--- src/rtl/conv_cfg_pkg.sv ---
// conv_cfg_pkg: shared definitions for the convolution runtime-configuration block.
//   - Word addresses of the config words inside one layer context.
//   - Bit positions inside the CTRL word.
//   - Issue FSM state type.
//   - ptr_width(): pointer width for a queue of a given depth (at least 1 bit).
package conv_cfg_pkg;

  // Config word addresses within a context
  localparam int unsigned CFG_CTRL        = 0;
  localparam int unsigned CFG_CALC        = 1;
  localparam int unsigned CFG_IFMAP_BASE  = 2;
  localparam int unsigned CFG_OFMAP_BASE  = 3;
  localparam int unsigned CFG_IFMAP_SHAPE = 4;
  localparam int unsigned CFG_KERNAL      = 5;
  localparam int unsigned CFG_BUF         = 6;
  localparam int unsigned CFG_OFMAP_SHAPE = 7;

  // CTRL word bit positions
  localparam int unsigned EN_MAC_ARRAY = 0;
  localparam int unsigned EN_PACKER    = 1;

  typedef enum logic [1:0] {
    StIdle  = 2'd0,
    StIssue = 2'd1,
    StRun   = 2'd2
  } conv_state_e;

  // A depth-1 queue still needs a 1-bit pointer to keep the vectors legal.
  function automatic int unsigned ptr_width(input int unsigned depth);
    return (depth > 1) ? $clog2(depth) : 1;
  endfunction

endpackage

--- src/rtl/conv_cfg_ctx_fifo.sv ---
// conv_cfg_ctx_fifo: DEPTH-entry synchronous FIFO of WIDTH-bit layer contexts.
// Ports:
//   clk, rst_n       clock, asynchronous active-low reset
//   flush            empty the FIFO (wins over push/pop)
//   push, push_data  enqueue; accepted when not full, or when full with a same-cycle pop
//   pop, pop_data    dequeue; pop_data is the head entry, valid while not empty
//   full, empty      occupancy flags
//   count            number of stored entries
module conv_cfg_ctx_fifo
  import conv_cfg_pkg::*;
#(
  parameter int unsigned WIDTH = 32,
  parameter int unsigned DEPTH = 2
) (
  input  logic                         clk,
  input  logic                         rst_n,
  input  logic                         flush,
  input  logic                         push,
  input  logic [WIDTH-1:0]             push_data,
  input  logic                         pop,
  output logic [WIDTH-1:0]             pop_data,
  output logic                         full,
  output logic                         empty,
  output logic [$clog2(DEPTH+1)-1:0]   count
);

  localparam int unsigned PtrW = ptr_width(DEPTH);
  localparam int unsigned CntW = $clog2(DEPTH + 1);

  logic [WIDTH-1:0] mem_q [DEPTH];
  logic [PtrW-1:0]  wr_ptr_q, wr_ptr_d;
  logic [PtrW-1:0]  rd_ptr_q, rd_ptr_d;
  logic [CntW-1:0]  count_q, count_d;
  logic             do_push, do_pop;

  function automatic logic [PtrW-1:0] ptr_inc(input logic [PtrW-1:0] p);
    return (32'(p) == DEPTH - 1) ? '0 : p + PtrW'(1);
  endfunction

  assign empty    = (count_q == '0);
  assign full     = (count_q == CntW'(DEPTH));
  assign count    = count_q;
  assign pop_data = mem_q[rd_ptr_q];

  // A pop in the same cycle frees the head slot, so a push into a full FIFO is still taken.
  assign do_pop  = pop & ~empty & ~flush;
  assign do_push = push & (~full | do_pop) & ~flush;

  always_comb begin
    wr_ptr_d = wr_ptr_q;
    rd_ptr_d = rd_ptr_q;
    count_d  = count_q;
    if (flush) begin
      wr_ptr_d = '0;
      rd_ptr_d = '0;
      count_d  = '0;
    end else begin
      if (do_push) wr_ptr_d = ptr_inc(wr_ptr_q);
      if (do_pop)  rd_ptr_d = ptr_inc(rd_ptr_q);
      case ({do_push, do_pop})
        2'b10:   count_d = count_q + CntW'(1);
        2'b01:   count_d = count_q - CntW'(1);
        default: count_d = count_q;
      endcase
    end
  end

  always_ff @(posedge clk or negedge rst_n) begin
    if (!rst_n) begin
      wr_ptr_q <= '0;
      rd_ptr_q <= '0;
      count_q  <= '0;
    end else begin
      wr_ptr_q <= wr_ptr_d;
      rd_ptr_q <= rd_ptr_d;
      count_q  <= count_d;
    end
  end

  // Payload storage needs no reset: entries are only read once counted in.
  always_ff @(posedge clk) begin
    if (do_push) mem_q[wr_ptr_q] <= push_data;
  end

endmodule

--- src/rtl/conv_cfg_ctx_queue.sv ---
// conv_cfg_ctx_queue: runtime-configuration block for the convolution engine.
// The host fills a shadow bank of REG_N 32-bit words, commits it as a layer context into a
// CTX_N-deep queue, and queued contexts are issued one at a time with a start/done handshake.
// Ports:
//   clk, rst_n                              clock, asynchronous active-low reset
//   cfg_wen/waddr/wdata/wstrb               byte-masked shadow write
//   cfg_ren/raddr -> cfg_rdata/cfg_rvalid   registered shadow read (1-cycle latency)
//   commit -> commit_ack / commit_err       snapshot shadow into queue; ack or queue-full pulse
//   soft_abort                              flush queue, clear active context, return to idle
//   layer_start / layer_start_ready         start request for the active context
//   layer_done                              engine finished the active layer
//   active_cfg                              active context, word k at [32k+31:32k]
//   en_mac_array, en_packer                 active CTRL word bits
//   busy, ctx_cnt, irq                      not idle, queued contexts, layer-done interrupt pulse
module conv_cfg_ctx_queue
  import conv_cfg_pkg::*;
#(
  parameter int unsigned REG_N  = 16,
  parameter int unsigned CTX_N  = 2,
  parameter int unsigned ADDR_W = $clog2(REG_N)
) (
  input  logic                         clk,
  input  logic                         rst_n,
  input  logic                         cfg_wen,
  input  logic [ADDR_W-1:0]            cfg_waddr,
  input  logic [31:0]                  cfg_wdata,
  input  logic [3:0]                   cfg_wstrb,
  input  logic                         cfg_ren,
  input  logic [ADDR_W-1:0]            cfg_raddr,
  output logic [31:0]                  cfg_rdata,
  output logic                         cfg_rvalid,
  input  logic                         commit,
  output logic                         commit_ack,
  output logic                         commit_err,
  input  logic                         soft_abort,
  output logic                         layer_start,
  input  logic                         layer_start_ready,
  input  logic                         layer_done,
  output logic [REG_N*32-1:0]          active_cfg,
  output logic                         en_mac_array,
  output logic                         en_packer,
  output logic                         busy,
  output logic [$clog2(CTX_N+1)-1:0]   ctx_cnt,
  output logic                         irq
);

  localparam int unsigned CfgW = REG_N * 32;

  // Shadow bank
  logic [REG_N-1:0][31:0] shadow_q, shadow_d;
  logic [31:0]            rdata_d, rdata_q;
  logic                   rvalid_q;

  // Issue FSM and active context
  conv_state_e            state_q, state_d;
  logic [CfgW-1:0]        active_q, active_d;
  logic                   pop;
  logic                   irq_d, irq_q;

  // Commit path
  logic                   push, push_ok;
  logic                   ack_q, err_q;

  // Queue
  logic [CfgW-1:0]        fifo_head;
  logic                   fifo_full, fifo_empty;

  // Byte-masked write; out-of-range addresses match no word and are dropped.
  always_comb begin
    shadow_d = shadow_q;
    for (int unsigned k = 0; k < REG_N; k++) begin
      if (cfg_wen && (32'(cfg_waddr) == k)) begin
        for (int unsigned b = 0; b < 4; b++) begin
          if (cfg_wstrb[b]) shadow_d[k][8*b +: 8] = cfg_wdata[8*b +: 8];
        end
      end
    end
  end

  // Reads see the pre-write bank; out-of-range addresses return 0.
  always_comb begin
    rdata_d = '0;
    for (int unsigned k = 0; k < REG_N; k++) begin
      if (32'(cfg_raddr) == k) rdata_d = shadow_q[k];
    end
  end

  always_ff @(posedge clk or negedge rst_n) begin
    if (!rst_n) begin
      shadow_q <= '0;
      rdata_q  <= '0;
      rvalid_q <= 1'b0;
    end else begin
      shadow_q <= shadow_d;
      rvalid_q <= cfg_ren;
      if (cfg_ren) rdata_q <= rdata_d;
    end
  end

  // Issue FSM: pops happen only here, and soft_abort overrides everything.
  always_comb begin
    state_d  = state_q;
    pop      = 1'b0;
    irq_d    = 1'b0;
    case (state_q)
      StIdle: begin
        if (!fifo_empty) begin
          pop     = 1'b1;
          state_d = StIssue;
        end
      end
      StIssue: begin
        if (layer_start_ready) state_d = StRun;
      end
      StRun: begin
        if (layer_done) begin
          irq_d = 1'b1;
          if (!fifo_empty) begin
            pop     = 1'b1;
            state_d = StIssue;
          end else begin
            state_d = StIdle;
          end
        end
      end
      default: state_d = StIdle;
    endcase
    if (soft_abort) begin
      state_d = StIdle;
      pop     = 1'b0;
      irq_d   = 1'b0;
    end
  end

  // Active context holds its last value when the queue runs dry.
  always_comb begin
    active_d = active_q;
    if (soft_abort) begin
      active_d = '0;
    end else if (pop) begin
      active_d = fifo_head;
    end
  end

  // Commit snapshots the post-write bank so a same-cycle write is included.
  assign push    = commit & ~soft_abort;
  assign push_ok = push & (~fifo_full | pop);

  conv_cfg_ctx_fifo #(
    .WIDTH (CfgW),
    .DEPTH (CTX_N)
  ) u_ctx_fifo (
    .clk       (clk),
    .rst_n     (rst_n),
    .flush     (soft_abort),
    .push      (push_ok),
    .push_data (shadow_d),
    .pop       (pop),
    .pop_data  (fifo_head),
    .full      (fifo_full),
    .empty     (fifo_empty),
    .count     (ctx_cnt)
  );

  always_ff @(posedge clk or negedge rst_n) begin
    if (!rst_n) begin
      state_q  <= StIdle;
      active_q <= '0;
      irq_q    <= 1'b0;
      ack_q    <= 1'b0;
      err_q    <= 1'b0;
    end else begin
      state_q  <= state_d;
      active_q <= active_d;
      irq_q    <= irq_d;
      ack_q    <= push_ok;
      err_q    <= push & ~push_ok;
    end
  end

  assign cfg_rdata    = rdata_q;
  assign cfg_rvalid   = rvalid_q;
  assign commit_ack   = ack_q;
  assign commit_err   = err_q;
  assign irq          = irq_q;
  assign active_cfg   = active_q;
  assign en_mac_array = active_q[EN_MAC_ARRAY];
  assign en_packer    = active_q[EN_PACKER];
  assign layer_start  = (state_q == StIssue);
  assign busy         = (state_q != StIdle);

endmodule

--- config.mk ---
export PLATFORM = sky130hd
export DESIGN_NAME = conv_cfg_ctx_queue
export DESIGN_NICKNAME = d
export VERILOG_FILES = /design/src/rtl/conv_cfg_pkg.sv /design/src/rtl/conv_cfg_ctx_fifo.sv /design/src/rtl/conv_cfg_ctx_queue.sv
export SDC_FILE = /design/constraint.sdc
export NUM_CORES = 2
export LEC_CHECK = 0
export ABC_AREA = 1
export CORE_MARGIN = 5
export CORE_UTILIZATION = 44
export CTS_CLUSTER_SIZE = 8
export DETAILED_ROUTE_END_ITERATION = 10
export MAX_ROUTING_LAYER = met4
export PLACE_DENSITY_LB_ADDON = 0.15
export SLEW_MARGIN = 20
export SYNTH_ARGS = -nofsm -noshare
export SYNTH_HDL_FRONTEND = slang
export SYNTH_SLANG_ARGS = --single-unit
--- constraint.sdc ---
create_clock -name clk -period 69.3 [get_ports clk]
set_input_delay 6.93 -clock clk [delete_from_list [all_inputs] [get_ports clk]]
set_output_delay 6.93 -clock clk [all_outputs]
set_load 0.01 [all_outputs]
=== Word-level counts from Yosys, hierarchy flattened ===
Memories as Yosys holds them, arrays and structs flattened.
Cells that the tools add are included.

* Bitwise gates (word level): 13
* Reductions and logical operators: 26
* Add/sub/neg operators: 4
* Equality and inequality tests: 38
* Muxes and demuxes: 121

{| class="wikitable"
|+ Operators with widths
! kind !! number
|-
| $mux 32 || 32
|-
| $mux 512 || 2
|-
| $mux 8 || 64
|-
| $eq 4x4->1 const B || 16
|-
| $eq 4x3->1 const B || 8
|-
| $eq 4x2->1 const B || 4
|-
| $logic_and 1x1->1 || 16
|-
| $mux 1 || 15
|-
| $mux 2 || 5
|-
| $eq 4x1->1 const B || 2
|-
| $logic_not 4->1 || 2
|-
| $reduce_bool 2->1 || 4
|-
| $and 1x1->1 || 7
|-
| $eq 2x2->1 const B || 3
|-
| $ne 3x3->1 const B || 2
|-
| $pmux 2 s3 || 1
|-
| $eq 2x1->1 const B || 2
|-
| $logic_not 2->1 || 2
|-
| $not 1->1 || 4
|-
| $pmux 2 s2 || 1
|-
| $ne 3x2->1 const B || 1
|-
| $reduce_and 3->1 || 1
|-
| $reduce_bool 3->1 || 1
|-
| $add 1x1->1 const B || 2
|-
| other kinds (4) || 5
|}

* Bits of input ports: 52
* Flip-flop bits (word level): 1,066
* Word-level logic and storage cells: 229
* Bits in writable memories: 1,024
* Output and inout port bits: 554
* Memories kept: 1

{| class="wikitable"
|+ Memories
! name !! words !! bits a word !! rd ports !! clocked after Yosys merged registers in !! write ports !! line !! RTL
|-
| u_ctx_fifo.mem_q || 2 || 512 || 1 || 0 || 1 || conv_cfg_ctx_fifo.sv:30 || <nowiki>logic [WIDTH-1:0] mem_q [DEPTH];</nowiki>
|}

=== Longest topological paths before layout ===
* Depth in word-level cells: 17
* Depth in mapped cells: 16
* Depth with buffers taken out: 15

=== By module ===
From an unflattened synthesis, not the netlist that was laid out.

* Cells, all modules: 7,772
* Area total of the unflattened synthesis: 81,552.0 µm²

{| class="wikitable"
|+ By module, submodules not included
! module !! area an instance (µm²) !! times used !! cells each !! sequential area each (µm²)
|-
| conv_cfg_ctx_queue || 44,046.0 || 1 || 5,060 || 26,575.5
|-
| conv_cfg_ctx_fifo || 37,506.0 || 1 || 2,712 || 30,849.6
|}

=== Least setup slack after synthesis ===
OpenSTA, ideal clock, no wires.

* Path type: input to register
* Start: input port layer_done
* End: memory u_ctx_fifo.mem_q[0][0] (netlist bit), enable pin
* Setup slack: 39.124 ns
* Data required time: 67.900 ns
* Arrival time: 28.775 ns
* Path buffers: 2
* Setup time: 1.400 ns
* Cell stages on the path: 8
* Path through: inv_1 nand2_1 nand3_2 buf_6 buf_6 nand3_1 nand2_1 nor2_1

* Cells in the longest elaborated chain, start to end: 10
* Elaborated cells on any way between the ends: 12
* Those cells by class: mux (5); bitwise (7)

{| class="wikitable"
|+ Ends and longest elaborated chain
! item !! line !! RTL
|-
| start, declared || conv_cfg_ctx_queue.sv:38 || <nowiki>input logic layer_done,</nowiki>
|-
| $mux 1 * || conv_cfg_ctx_queue.sv:116 || <nowiki>if (layer_done) begin</nowiki>
|-
| $pmux 1 s2 * || conv_cfg_ctx_queue.sv:105 || <nowiki>case (state_q)</nowiki>
|-
| $mux 1 * || conv_cfg_ctx_queue.sv:128 || <nowiki>if (soft_abort) begin</nowiki>
|-
| $and 1x1->1 (2 in a row) || conv_cfg_ctx_fifo.sv:46 || <nowiki>assign do_pop = pop & ~empty & ~flush;</nowiki>
|-
| $or 1x1->1 || conv_cfg_ctx_fifo.sv:47 || <nowiki>assign do_push = push & (~full | do_pop) & ~flush;</nowiki>
|-
| $and 1x1->1 * (2 in a row) || conv_cfg_ctx_fifo.sv:47 ||
|-
| $mux 1 * || conv_cfg_ctx_fifo.sv:82 || <nowiki>if (do_push) mem_q[wr_ptr_q] <= push_data;</nowiki>
|-
| $mux 1 (not written as such) * || conv_cfg_ctx_fifo.sv:82 ||
|-
| end, declared || conv_cfg_ctx_fifo.sv:30 ||
|}

Mark *: on every way between the ends. The rest lies on a longest branch, timed or not.

=== Worst setup path after layout ===
* Start: input port soft_abort
* End: memory u_ctx_fifo.mem_q[1][83] (netlist bit), enable pin

* Cells in the longest elaborated chain, start to end: 8
* Elaborated cells on any way between the ends: 12
* Those cells by class: mux (3); bitwise (9)

{| class="wikitable"
|+ Ends and longest elaborated chain
! item !! line !! RTL
|-
| start, declared || conv_cfg_ctx_queue.sv:35 || <nowiki>input logic soft_abort,</nowiki>
|-
| $mux 1 || conv_cfg_ctx_queue.sv:128 ||
|-
| $and 1x1->1 (2 in a row) || conv_cfg_ctx_fifo.sv:46 ||
|-
| $or 1x1->1 || conv_cfg_ctx_fifo.sv:47 ||
|-
| $and 1x1->1 || conv_cfg_ctx_fifo.sv:47 ||
|-
| $and 1x1->1 * || conv_cfg_ctx_fifo.sv:47 ||
|-
| $mux 1 * || conv_cfg_ctx_fifo.sv:82 ||
|-
| $mux 1 (not written as such) * || conv_cfg_ctx_fifo.sv:82 ||
|}

Marks and branches as above.

==> flow_summary.ini <==
[job]
maxCapViolCount = 0

[place]
hpwl_mm = 176
port_buffers = 605
place_congestion = 0.950
dp.cells = 8774

[sta]
finalHoldViolCount = 0
tightest_slew_ns = 1.36
period_share_pct = 16.4
fmax_ghz = 0.0878
min_period_ns = 11.39
fin_skew_ns = 0.0633
maxSlewViolCount = 0
setup_violations = 0
rsz0062_at_grt = no
fin_setup_tns_ns = 0
hold_slack_ns = 0.503
relSlewSlack_pct = 9.01

[logic_synthesis]
synth_area_leaders = edfxtp_1 39%, dfrtp_1 34%, o21ai_0 8.0%, mux2i_1 6.5%, nand3_1 3.7%
ys_warn_count = 0
syn_area_mm2 = 0.0791
yosysTopAreaCell = edfxtp_1
synthTopCellsByCount = 1268 x o21ai_0, 1066 x dfrtp_1, 1024 x edfxtp_1
synth.most_common_cell = o21ai_0
ys_ff_latch = 2090
ys.flop_type = dfrtp_1
syn_inst = 6169
synth_cell_types = 29
syn_nets = 6221
async_reset_ff_share_pct = 51.0
yosysTopAreaCellShare_pct = 38.9
synth_edf_count = 1024
post_synth.cell_area_avg_um2 = 12.8
ys_seq_area_share_pct = 72.6

[global_route]
grt_pass1_wl_mm = 375
antenna_found_initial = 17
grt_pass1_vias = 51933
grt_usage_pct = 28.6
grt_max_degree = 225
overflow = 0

[cells_and_area]
fin_cells = 9318
syn_to_final_growth_pct = 21.7
multi_input_area_mm2 = 0.0192
area.sequential_mm2 = 0.0574
drive_gt1_share_pct = 6.97
fin_util_pct = 53.9
fillers = 15062
fin_nets = 6787

[clocking]
cts_tree = done
clock_path_buffers = 4
cts-root-buf = clkbuf_16
clkLatencyLatePin_ns = 0.94
postCtsSetupBuffers = 0
cts-resized-gates = 0
h-tree-depth = 5
cts_inserted_buffers = 311
path_clk_slew_ns = 0.05
hold_buffers = 0
clock_sinks = 2090

[floorplanning]
ioPinCount = 606
initial_core_util_pct = 44.3
rows = 155
core_mm2 = 0.179
fp.dieW_um = 434
dieArea_mm2 = 0.188
fp.dieH_um = 434

[power_and_ir_drop]
pwr_density_cell_mw_per_mm2 = 41.2
p_comb_share_pct = 22.5
internal_power_mw = 2.77
p_clk_share_pct = 34.7
switching_share_pct = 30.1
p_leak_nw = 37.1
power.switching_mw = 1.19
pwr-share-seq_pct = 42.9
ir_drop_mv = 0.0232

[detailed_routing]
drc = 0
postRouteAntennaNets = 0
via_per_inst = 5.76
drtPass1Iterations = 7
drt-total-wl_mm = 268
wl_per_cell_um = 28.8
num_vias = 53701
drtIter0Drc = 6167

[run_status]
status = finished, final reports clean

[setup_path]
critPathRequiredTime_ns = 69.80
slowest_delay_ns = 0.82
path_max_fanout = 155
crit_chain = clkdlybuf4s50_1 > inv_8 > nand3_4 > nand3_1 > nand2_1 > nor2_4 > buf_4 > buf_4
critPathLaunchType = input port
critPathKind = input port to flop
crit_slowest_cell = nand3_4
cp_common_cell = buf_4
end_kind = flop
arrival_ns = 11.89

[hold_path]
min_path_type = flop to flop
cell type report:
| class | count | area share, % |
|---|---|---|
| clock buffer | 519 | 9.10 |
| timing repair buffer | 706 | 7.29 |
| sequential | 2090 | 59.7 |
| multi-input combinational | 3427 | 20.0 |
| tap | 2355 | 3.06 |
| antenna | 15 | 0.0390 |
| inverter | 199 | 0.785 |
| clock inverter | 7 | 0.0676 |
cell usage in the layout (no fill, tap or decap), drive strengths merged:
master            n
o22ai           141
xnor2             1
inv             203
clkdlybuf4s50   604
nand3           593
and3              1
o21ai          1276
mux2i           512
clkinv            3
nor3              2
dfrtp          1066
or2               5
clkbuf          519
edfxtp         1024
mux2              1
a21oi            82
diode            15
nand2           517
buf             102
nor2            214
nor4              1
nand4            81
power by group through the flow:
stage,clock network (mW),logic (mW),registers [mW]
finish,1.37,0.891,1.70
global route,1.45,0.944,1.72
CTS,1.39,0.899,1.70
detailed placement,0,0.895,1.72
global placement,0,0.886,1.72
floorplan,0,0.384,1.77
critical path, delay by kind of cell:
kind / cells / cell delay (ns)
and+or+nand+nor: 4 / 2.04
buffers and inverters: 4 / 2.75
logic make-up after synthesis:
logic type | after synthesis | synth area share, %
flip-flops | 2090 | 72.6
AO/OA/AOI/OAI | 1499 | 9.72
AND/OR/NAND/NOR | 1414 | 7.96
buffers and inverters | 652 | 3.19
multiplexers | 513 | 6.50
XOR/XNOR | 1 | 0.0111
routing by layer:
layer	GRT usage (%)	share of wire, %	up-vias
li1	-	-	23444
met1	35.1	38	27104
met2	45.4	48	2488
met3	5.48	7.2	665
met4	15.1	6.0	0
met5	-	0	-
metrics by stage:
stage	worst slack [ns]	cell area, µm²	total power [mW]
global route	57.56	96200	4.12
global placement	56.95	87300	2.60
floorplan	39.12	79100	2.15
finish	57.91	96200	3.97
detailed placement	56.98	87300	2.61
CTS	57.90	96100	3.99
flip-flops by register name (all words and copies together) (netlist names):
name,cells
u_ctx_fifo.rd_ptr_q,1
u_ctx_fifo.count,2
cfg_rvalid,1
irq,1
u_ctx_fifo.wr_ptr_q,1
active_cfg,512
cfg_rdata,32
u_ctx_fifo.mem_q,1024
commit_err,1
state_q,2
commit_ack,1
shadow_q,512
final timing paths:
check / startpoint / to / slack (ns) / depth (start not counted)
max: soft_abort / u_ctx_fifo.mem_q[1][83]$_DFFE_PP_ / 57.91 / 8
min: cfg_rdata[6]$_DFFE_PN0P_ / cfg_rdata[6]$_DFFE_PN0P_ / 0.50 / 2
max reg2reg: u_ctx_fifo.count[1]$_DFFE_PN0P_ / u_ctx_fifo.mem_q[1][83]$_DFFE_PP_ / 64.60 / 8
min reg2reg: cfg_rdata[6]$_DFFE_PN0P_ / cfg_rdata[6]$_DFFE_PN0P_ / 0.50 / 2
max in group asynchronous: rst_n / shadow_q[471]$_DFF_PN0_ / 59.34 / 5
min in group asynchronous: rst_n / active_cfg[76]$_DFFE_PN0P_ / 6.01 / 1
Power figures use the tool's default switching activity.
